$ cat config.mk
export PLATFORM = sky130hd
export DESIGN_NAME = maxterm_extractor_flat
export DESIGN_NICKNAME = d
export VERILOG_FILES = /design/src/rtl/maxterm_extractor_pkg.sv /design/src/rtl/maxterm_extractor_if.sv /design/src/rtl/maxterm_extractor.sv /design/src/flat_wrapper.sv
export SDC_FILE = /design/constraint.sdc
export NUM_CORES = 1
export LEC_CHECK = 0
export CAP_MARGIN = 30
export CORE_ASPECT_RATIO = 1.75
export CORE_MARGIN = 2
export CORE_UTILIZATION = 47
export DETAILED_ROUTE_END_ITERATION = 10
export PLACE_DENSITY = 0.76
export RECOVER_POWER = 50
export SLEW_MARGIN = 10
export SYNTH_ARGS = -nofsm -noshare
export SYNTH_HDL_FRONTEND = slang
export SYNTH_SLANG_ARGS = --single-unit
$ cat constraint.sdc
create_clock -name clk -period 2.44 [get_ports clk]
set_clock_uncertainty 0.05 [all_clocks]
set_input_delay 0.732 -clock clk [delete_from_list [all_inputs] [get_ports clk]]
set_output_delay 0.732 -clock clk [all_outputs]
set_load 0.05 [all_outputs]
$ cat src/rtl/maxterm_extractor_pkg.sv
// maxterm_extractor_pkg: shared state encoding, mode codes and default width
package maxterm_extractor_pkg;
    typedef enum logic [1:0] {IDLE, SCAN, EMIT, DONE} state_t;
    localparam logic MODE_MAX = 1'b0;
    localparam logic MODE_MIN = 1'b1;
    localparam int NVARS_DEF = 4;
endpackage

$ cat src/rtl/maxterm_extractor_if.sv
// maxterm_extractor_if: request, status and term-stream signals of the extractor
interface maxterm_extractor_if
    import maxterm_extractor_pkg::*;
#(parameter int NVARS = NVARS_DEF);
    localparam int NTERMS = 2 ** NVARS;
    logic              start;
    logic [NTERMS-1:0] table_in;
    logic              mode;
    logic              busy;
    logic              term_valid;
    logic              term_ready;
    logic [NVARS-1:0]  term_idx;
    logic              term_last;
    logic              done;
    logic [NVARS:0]    count;
    modport master (output start, table_in, mode, term_ready,
                    input  busy, term_valid, term_idx, term_last, done, count);
    modport slave  (input  start, table_in, mode, term_ready,
                    output busy, term_valid, term_idx, term_last, done, count);
endinterface

$ cat src/rtl/maxterm_extractor.sv
// maxterm_extractor: scans a captured truth table and streams matching term indices in ascending order
module maxterm_extractor
    import maxterm_extractor_pkg::*;
#(parameter int NVARS = NVARS_DEF)
(
    input logic                clk,
    input logic                rst_n,
    maxterm_extractor_if.slave bus
);
    localparam int NTERMS = 2 ** NVARS;
    state_t            state, state_n;
    logic [NTERMS-1:0] tbl, m, above;
    logic              md, hit, at_end, xfer;
    logic [NVARS-1:0]  idx;
    logic [NVARS:0]    cnt;
    assign m      = (md == MODE_MIN) ? tbl : ~tbl;
    assign hit    = m[idx];
    assign at_end = &idx;
    assign xfer   = (state == EMIT) && bus.term_ready;
    // matching bits strictly above the current index decide term_last
    assign above  = (m >> idx) >> 1;
    always_ff @(posedge clk or negedge rst_n)
        if (!rst_n) state <= IDLE;
        else state <= state_n;
    always_comb begin
        state_n = state == IDLE ? (bus.start ? SCAN : IDLE) :
                  state == SCAN ? (hit ? EMIT : at_end ? DONE : SCAN) :
                  state == EMIT ? (xfer ? (at_end ? DONE : SCAN) : EMIT) : IDLE;
        bus.busy       = state != IDLE;
        bus.term_valid = state == EMIT;
        bus.term_idx   = idx;
        bus.term_last  = (state == EMIT) && ~|above;
        bus.done       = state == DONE;
        bus.count      = cnt;
    end
    always_ff @(posedge clk or negedge rst_n)
        if (!rst_n) begin
            tbl <= '0;
            md  <= 1'b0;
            idx <= '0;
            cnt <= '0;
        end else begin
            if (state == IDLE && bus.start) begin
                tbl <= bus.table_in;
                md  <= bus.mode;
                idx <= '0;
                cnt <= '0;
            end
            if ((state == SCAN && !hit && !at_end) || (xfer && !at_end)) idx <= idx + 1'b1;
            if (xfer) cnt <= cnt + 1'b1;
        end
endmodule

$ cat src/flat_wrapper.sv
// flat-port wrapper written by rule: the top's interface ports become plain ports
module maxterm_extractor_flat import maxterm_extractor_pkg::*;
#(parameter int NVARS = NVARS_DEF)
  (clk, rst_n, bus_start, bus_table_in, bus_mode, bus_term_ready, bus_busy, bus_term_valid, bus_term_idx, bus_term_last, bus_done, bus_count);
  maxterm_extractor_if #(.NVARS(NVARS)) bus_i ();
  input logic clk;
  input logic rst_n;
  input wire logic [$bits(bus_i.start)-1:0] bus_start;
  input wire logic [$bits(bus_i.table_in)-1:0] bus_table_in;
  input wire logic [$bits(bus_i.mode)-1:0] bus_mode;
  input wire logic [$bits(bus_i.term_ready)-1:0] bus_term_ready;
  output wire logic [$bits(bus_i.busy)-1:0] bus_busy;
  output wire logic [$bits(bus_i.term_valid)-1:0] bus_term_valid;
  output wire logic [$bits(bus_i.term_idx)-1:0] bus_term_idx;
  output wire logic [$bits(bus_i.term_last)-1:0] bus_term_last;
  output wire logic [$bits(bus_i.done)-1:0] bus_done;
  output wire logic [$bits(bus_i.count)-1:0] bus_count;
  assign bus_i.start = bus_start;
  assign bus_i.table_in = bus_table_in;
  assign bus_i.mode = bus_mode;
  assign bus_i.term_ready = bus_term_ready;
  assign bus_busy = bus_i.busy;
  assign bus_term_valid = bus_i.term_valid;
  assign bus_term_idx = bus_i.term_idx;
  assign bus_term_last = bus_i.term_last;
  assign bus_done = bus_i.done;
  assign bus_count = bus_i.count;
  maxterm_extractor #(.NVARS(NVARS)) u_core (.clk(clk), .rst_n(rst_n), .bus(bus_i));
endmodule
Yosys cells after proc, flatten, opt, wreduce, memory -nomap -nowiden
Index checks and enable logic that the tools add are counted.
Word-level totals
  flip-flop bits (word level): 28
  bits in latches: 0
  bits in writable memories: 0
  memory bits (read-only): 0
  output and inout bits: 13
  logic and storage cells: 43
  memories: 0
Cells by class
  $add $sub $neg: 2
  multiply operators: 0
  div/mod/pow operators: 0
  magnitude comparators: 1
  equality and inequality tests: 3
  shift-type cells: 1
  muxes and demuxes: 14
  bitwise operators: 1
  reduce and logical (&&, ||, !) cells: 16
Operators by type and width (count)
  $mux 16: 1
  $not 16->16: 1
  $shr 16x4->16: 1
  $reduce_or 15->1: 1
  $mux 2: 6
  $mux 5: 2
  $mux 4: 2
  $logic_and 1x1->1: 6
  $reduce_bool 2->1: 3
  $add 5x1->5 const B: 1
  $lt 4x5->1 const B: 1
  $add 4x1->4 const B: 1
  $bmux 1 s4: 1
  $eq 2x2->1 const B: 2
  $reduce_and 4->1: 1
  $logic_not 1->1: 3
  $eq 2x1->1 const B: 1
  $logic_not 2->1: 1
  $mux 1: 2
  $logic_or 1x1->1: 1

Longest topological paths before layout
Gate-level depths: netlist of run 1.
  depth after elaboration: 9
  mapped depth: 9
  mapped depth without buffers: 6

Worst setup path after synthesis of run 1
OpenSTA, ideal clock, no wires.
  path kind: register to output
  start point: register u_core.idx[0], in the netlist u_core.bus.term_idx[0]
  end point: output port bus_term_last
  arrival time: 2.258 ns
  setup slack: -0.600 ns
  stages on the path, launching flop included: 7
  path buffers: 2
  path through: dfrtp_1 -> buf_6 -> buf_12 -> mux2_4 -> or3_1 -> a221oi_1 -> o21a_1
On the way
  longest elaborated chain between the ends: 4
RTL lines
  from (decl): line maxterm_extractor.sv:14  | logic [NVARS-1:0] idx;
  from (signal assigned): line maxterm_extractor.sv:49  | if ((state == SCAN && !hit && !at_end) || (xfer && !at_end)) idx <= idx + 1'b1;
  $shr 16x4->16: line maxterm_extractor.sv:21  | assign above = (m >> idx) >> 1;
  $reduce_or 15->1: line maxterm_extractor.sv:32  | bus.term_last = (state == EMIT) && ~|above;
  $logic_not 1->1: line maxterm_extractor.sv:32
  $logic_and 1x1->1: line maxterm_extractor.sv:32
  to (decl): line flat_wrapper.sv:15  | output wire logic [$bits(bus_i.term_last)-1:0] bus_term_last;
No other way between the ends.

Final worst setup path of run 1
Ends and elaborated chain as after synthesis.

==> results of run 1 <==
## through the flow
step	setup TNS [ns]	utilization, %
6_report	-0.444	63.6
4_1_cts	-0.354	63.1
5_1_grt	-0.521	63.6
3_5_place_dp	-0.0701	60.6
3_3_place_gp	-0.0446	60.6
2_1_floorplan	-0.313	-
## timing repair
action / in CTS / in global routing
setup endpoints to repair: 1 / 1
setup buffers: 3 / 2
resized for setup: 0 / 1
pin swaps: 0 / 0
## synthesized netlist by cell type, types with 2 or more instances
| cell type | number |
|---|---|
| sky130_fd_sc_hd__buf_6 | 4 |
| sky130_fd_sc_hd__nand3_1 | 4 |
| sky130_fd_sc_hd__a21oi_1 | 6 |
| sky130_fd_sc_hd__nor2_1 | 9 |
| sky130_fd_sc_hd__a221oi_1 | 2 |
| sky130_fd_sc_hd__nor2b_1 | 3 |
| sky130_fd_sc_hd__a211oi_1 | 2 |
| sky130_fd_sc_hd__clkbuf_1 | 4 |
| sky130_fd_sc_hd__nand2_1 | 70 |
| sky130_fd_sc_hd__mux2i_1 | 15 |
| sky130_fd_sc_hd__a22o_1 | 2 |
| sky130_fd_sc_hd__xor2_1 | 4 |
| sky130_fd_sc_hd__a31oi_1 | 2 |
| sky130_fd_sc_hd__o21ai_0 | 10 |
| sky130_fd_sc_hd__o21a_1 | 3 |
| sky130_fd_sc_hd__nand3b_1 | 3 |
| sky130_fd_sc_hd__nand4_1 | 2 |
| sky130_fd_sc_hd__dfrtp_1 | 28 |
| sky130_fd_sc_hd__ha_1 | 2 |
| sky130_fd_sc_hd__inv_1 | 5 |
| sky130_fd_sc_hd__o21ai_1 | 6 |
| sky130_fd_sc_hd__and2_1 | 5 |
| sky130_fd_sc_hd__a22oi_1 | 2 |
## flip-flops by register name (all words and copies together) (netlist names)
name	count
u_core.bus.count	5
u_core.state	2
u_core.md	1
u_core.tbl	16
u_core.bus.term_idx	4
## power groups by stage
| stage | sequential [mW] | combinational, mW | clock, mW |
|---|---|---|---|
| 2_1_floorplan | 0.967 | 1.24 | 0 |
| 3_3_place_gp | 0.908 | 1.79 | 0 |
| 3_5_place_dp | 0.915 | 1.82 | 0 |
| 5_1_grt | 0.930 | 2.13 | 0.394 |
| 4_1_cts | 0.904 | 1.87 | 0.384 |
| 6_report | 0.903 | 1.94 | 0.374 |
## critical path, stage by stage, from the launching register on
cell	delay, ns
sky130_fd_sc_hd__dfrtp_2	0.49
sky130_fd_sc_hd__buf_12	0.16
sky130_fd_sc_hd__mux2_4	0.29
sky130_fd_sc_hd__or3_4	0.33
sky130_fd_sc_hd__a221oi_2	0.24
sky130_fd_sc_hd__o21a_2	0.18
sky130_fd_sc_hd__buf_12	0.14
## logic make-up after synthesis
| kind of cell | share of synthesized area (%) |
|---|---|
| muxes | 8.83 |
| adders and majority gates | 1.34 |
| AOI/OAI and AO/OA | 16.2 |
| buffers and inverters | 6.29 |
| xor gates and xnor gates | 2.34 |
| DFF | 37.5 |
| and+or+nand+nor | 27.5 |
## routing by layer
metal / GRT usage (%) / part of all wire [%] / vias to the layer above
li1: - / - / 852
met1: 24.5 / 40 / 812
met2: 40.4 / 53 / 37
met3: 2.92 / 2.3 / 14
met4: 12.9 / 4.1 / 0
met5: 0 / 0 / -
## layout make-up
cell class	count	area, sq um
fillers	367	1390
multi-input cells	175	1070
well taps	48	60.1
clock buffers	3	41.3
clock inverters	1	30.0
inverters	6	22.5
flip-flops and latches	28	702
repair buffers	55	514
## worst max-delay path by stage
stage	cells after the start	slack (ns)	to
finish	6	-0.44	bus_term_last
global route	6	-0.52	bus_term_last
CTS	5	-0.35	bus_term_last
detailed placement	5	-0.07	bus_term_last
global placement	5	-0.04	bus_term_last
floorplan	6	-0.31	bus_term_last
==> flow_metrics.tcl, run 1 <==
set metrics [dict create \
    timing.critical_path.to_type "primary output" \
    detailedRoute.firstPassIterationCount 4 \
    synthCells 220 \
    avgViaCountPerCell 5.43 \
    hold_path_class "register to register" \
    final_layout_size_suffix_gt1_share_pct 17.5 \
    r2r-start "u_core.bus.term_idx[0]$_DFFE_PN0P_" \
    hold_start "u_core.bus.count[4]$_DFFE_PN0P_" \
    max_slew.worst_pin.slew_ns 0.940 \
    routed_wire_length_per_instance_microns 14.5 \
    die_height_microns 87.4 \
    post-dp-hpwl_mm 3.40 \
    tritoncts.num_buffers 3 \
    synth_flop_cell "sky130_fd_sc_hd__dfrtp_1" \
    ys_ff_latch 28 \
    grt_max_degree 21 \
    worst_skew_pair.late_latency_ns 0.28 \
    floorplan.rows 30 \
    synth-seq-area-share_pct 37.5 \
    clock_slew_at_reported_path_ffs_ns 0.10 \
    whs_ns 0.435 \
    cts.sink_count 28 \
    r2r-end "u_core.bus.term_idx[0]$_DFFE_PN0P_" \
    route.antenna.remaining_nets 0 \
    layout.cells.most_common_list "sky130_fd_sc_hd__nand2_1, sky130_fd_sc_hd__dfrtp_1, sky130_fd_sc_hd__clkdlybuf4s50_1, sky130_fd_sc_hd__buf_4, sky130_fd_sc_hd__mux2i_1" \
    fin_area_sq_um 2440 \
    synth_async_sr_flop_share_pct 100 \
    netSwitchingPower_mw 1.46 \
    min_to "u_core.bus.count[4]$_DFFE_PN0P_" \
    grt_antenna_before_repair 0 \
    initialDrtViolationCount 29 \
    r2r_setup_slack_ns 0.17 \
    critical_path_required_ns 1.66 \
    maxClockFrequency_ghz 0.347 \
    crit_start "u_core.bus.term_idx[0]$_DFFE_PN0P_" \
    violations "negative setup slack" \
    syn_to_final_growth_pct 30.3 \
    via_count 1715 \
    outcome "finished, violations left" \
    worst_setup_slack_after_layout_ns -0.444 \
    initial_core_util_pct 48.8 \
    final.period_utilization_pct 118 \
    floorplan.io_pins 34 \
    yosys_warnings 0 \
    timing.max_cap.violations 0 \
    first_global_vias 1751 \
    synth_area_leaders "sky130_fd_sc_hd__dfrtp_1, sky130_fd_sc_hd__nand2_1, sky130_fd_sc_hd__mux2i_1, sky130_fd_sc_hd__o21ai_0, sky130_fd_sc_hd__buf_6" \
    cts_buffer_depth 2 \
    setup_repair_after_global_routing_missed_its_margin "yes" \
    power.density_nw_per_um2 1320 \
    gp_congestion 0.932 \
    internal_power_mw 1.75 \
    cellLeakagePower_nw 1.14 \
    detail_route.wirelength_mm 4.58 \
    post-layout-total-power_mw 3.21 \
    slew-limit-headroom_pct 37.3 \
    hold_path_depth 1 \
    post_synth_edffs 0 \
    grt_overflow 0 \
    place.detailed.instances 307 \
    global_route.usage.total_pct 22.5 \
    number_of_drc_violations_after_detailed_routing 0 \
    final-hold-violation-count 0 \
    mostFrequentLayoutCell "sky130_fd_sc_hd__nand2_1" \
    post_layout_nonfiller_instances 316 \
    power.ir.vdd_worst_v 0.000846 \
    final-max-slew-violation-count 0 \
    yosysUniqueCellTypes 50 \
    synth.net_count 243 \
    worst-r2r-cell-count 9 \
    clock_power_share_pct 11.6 \
    setup_viol_count_final 1 \
    period_needed_ns 2.88 \
    avgSynthCellArea_sq_um 8.50 \
    post-synth-top-area-cell "sky130_fd_sc_hd__dfrtp_1" \
    place_worst_setup_slack_ns -0.0701 \
    worst_ep_arrival_time_ns 2.10 \
    dpl-instance-area_sq_um 2320 \
    grt_pass1_wl_mm 7.65 \
    post_synth_instance_area_sq_um 1870 \
    ctsHoldBuffers 0 \
    buffer_ports.inserted 33 \
    worstSetupPathType "register to primary output" \
    dieArea_sq_um 4520 \
    crit_path_max_fanout 8 \
    cts-htree-levels 1 \
    critPathLaunchType "register" \
    power.sequential.fraction_pct 28.1 \
    layout.nets 292 \
    clk_root_buffer_cell "sky130_fd_sc_hd__clkbuf_8" \
    die_w_microns 51.7 \
    power.share.combinational_pct 60.3 \
    cts_tree "done" \
    yosysTopAreaCellShare_pct 37.5 \
    swShare_pct 45.4 \
    floorplan.core_area_sq_um 3830 \
    antenna_cells 0 \
]
Power figures use the tool's default switching activity.
==> inputs of run 2 (changes only) <==
- SLEW_MARGIN: 10 -> default
==> results of run 2 <==
The final DEF is identical to that of run 1; final timing and power are the same.
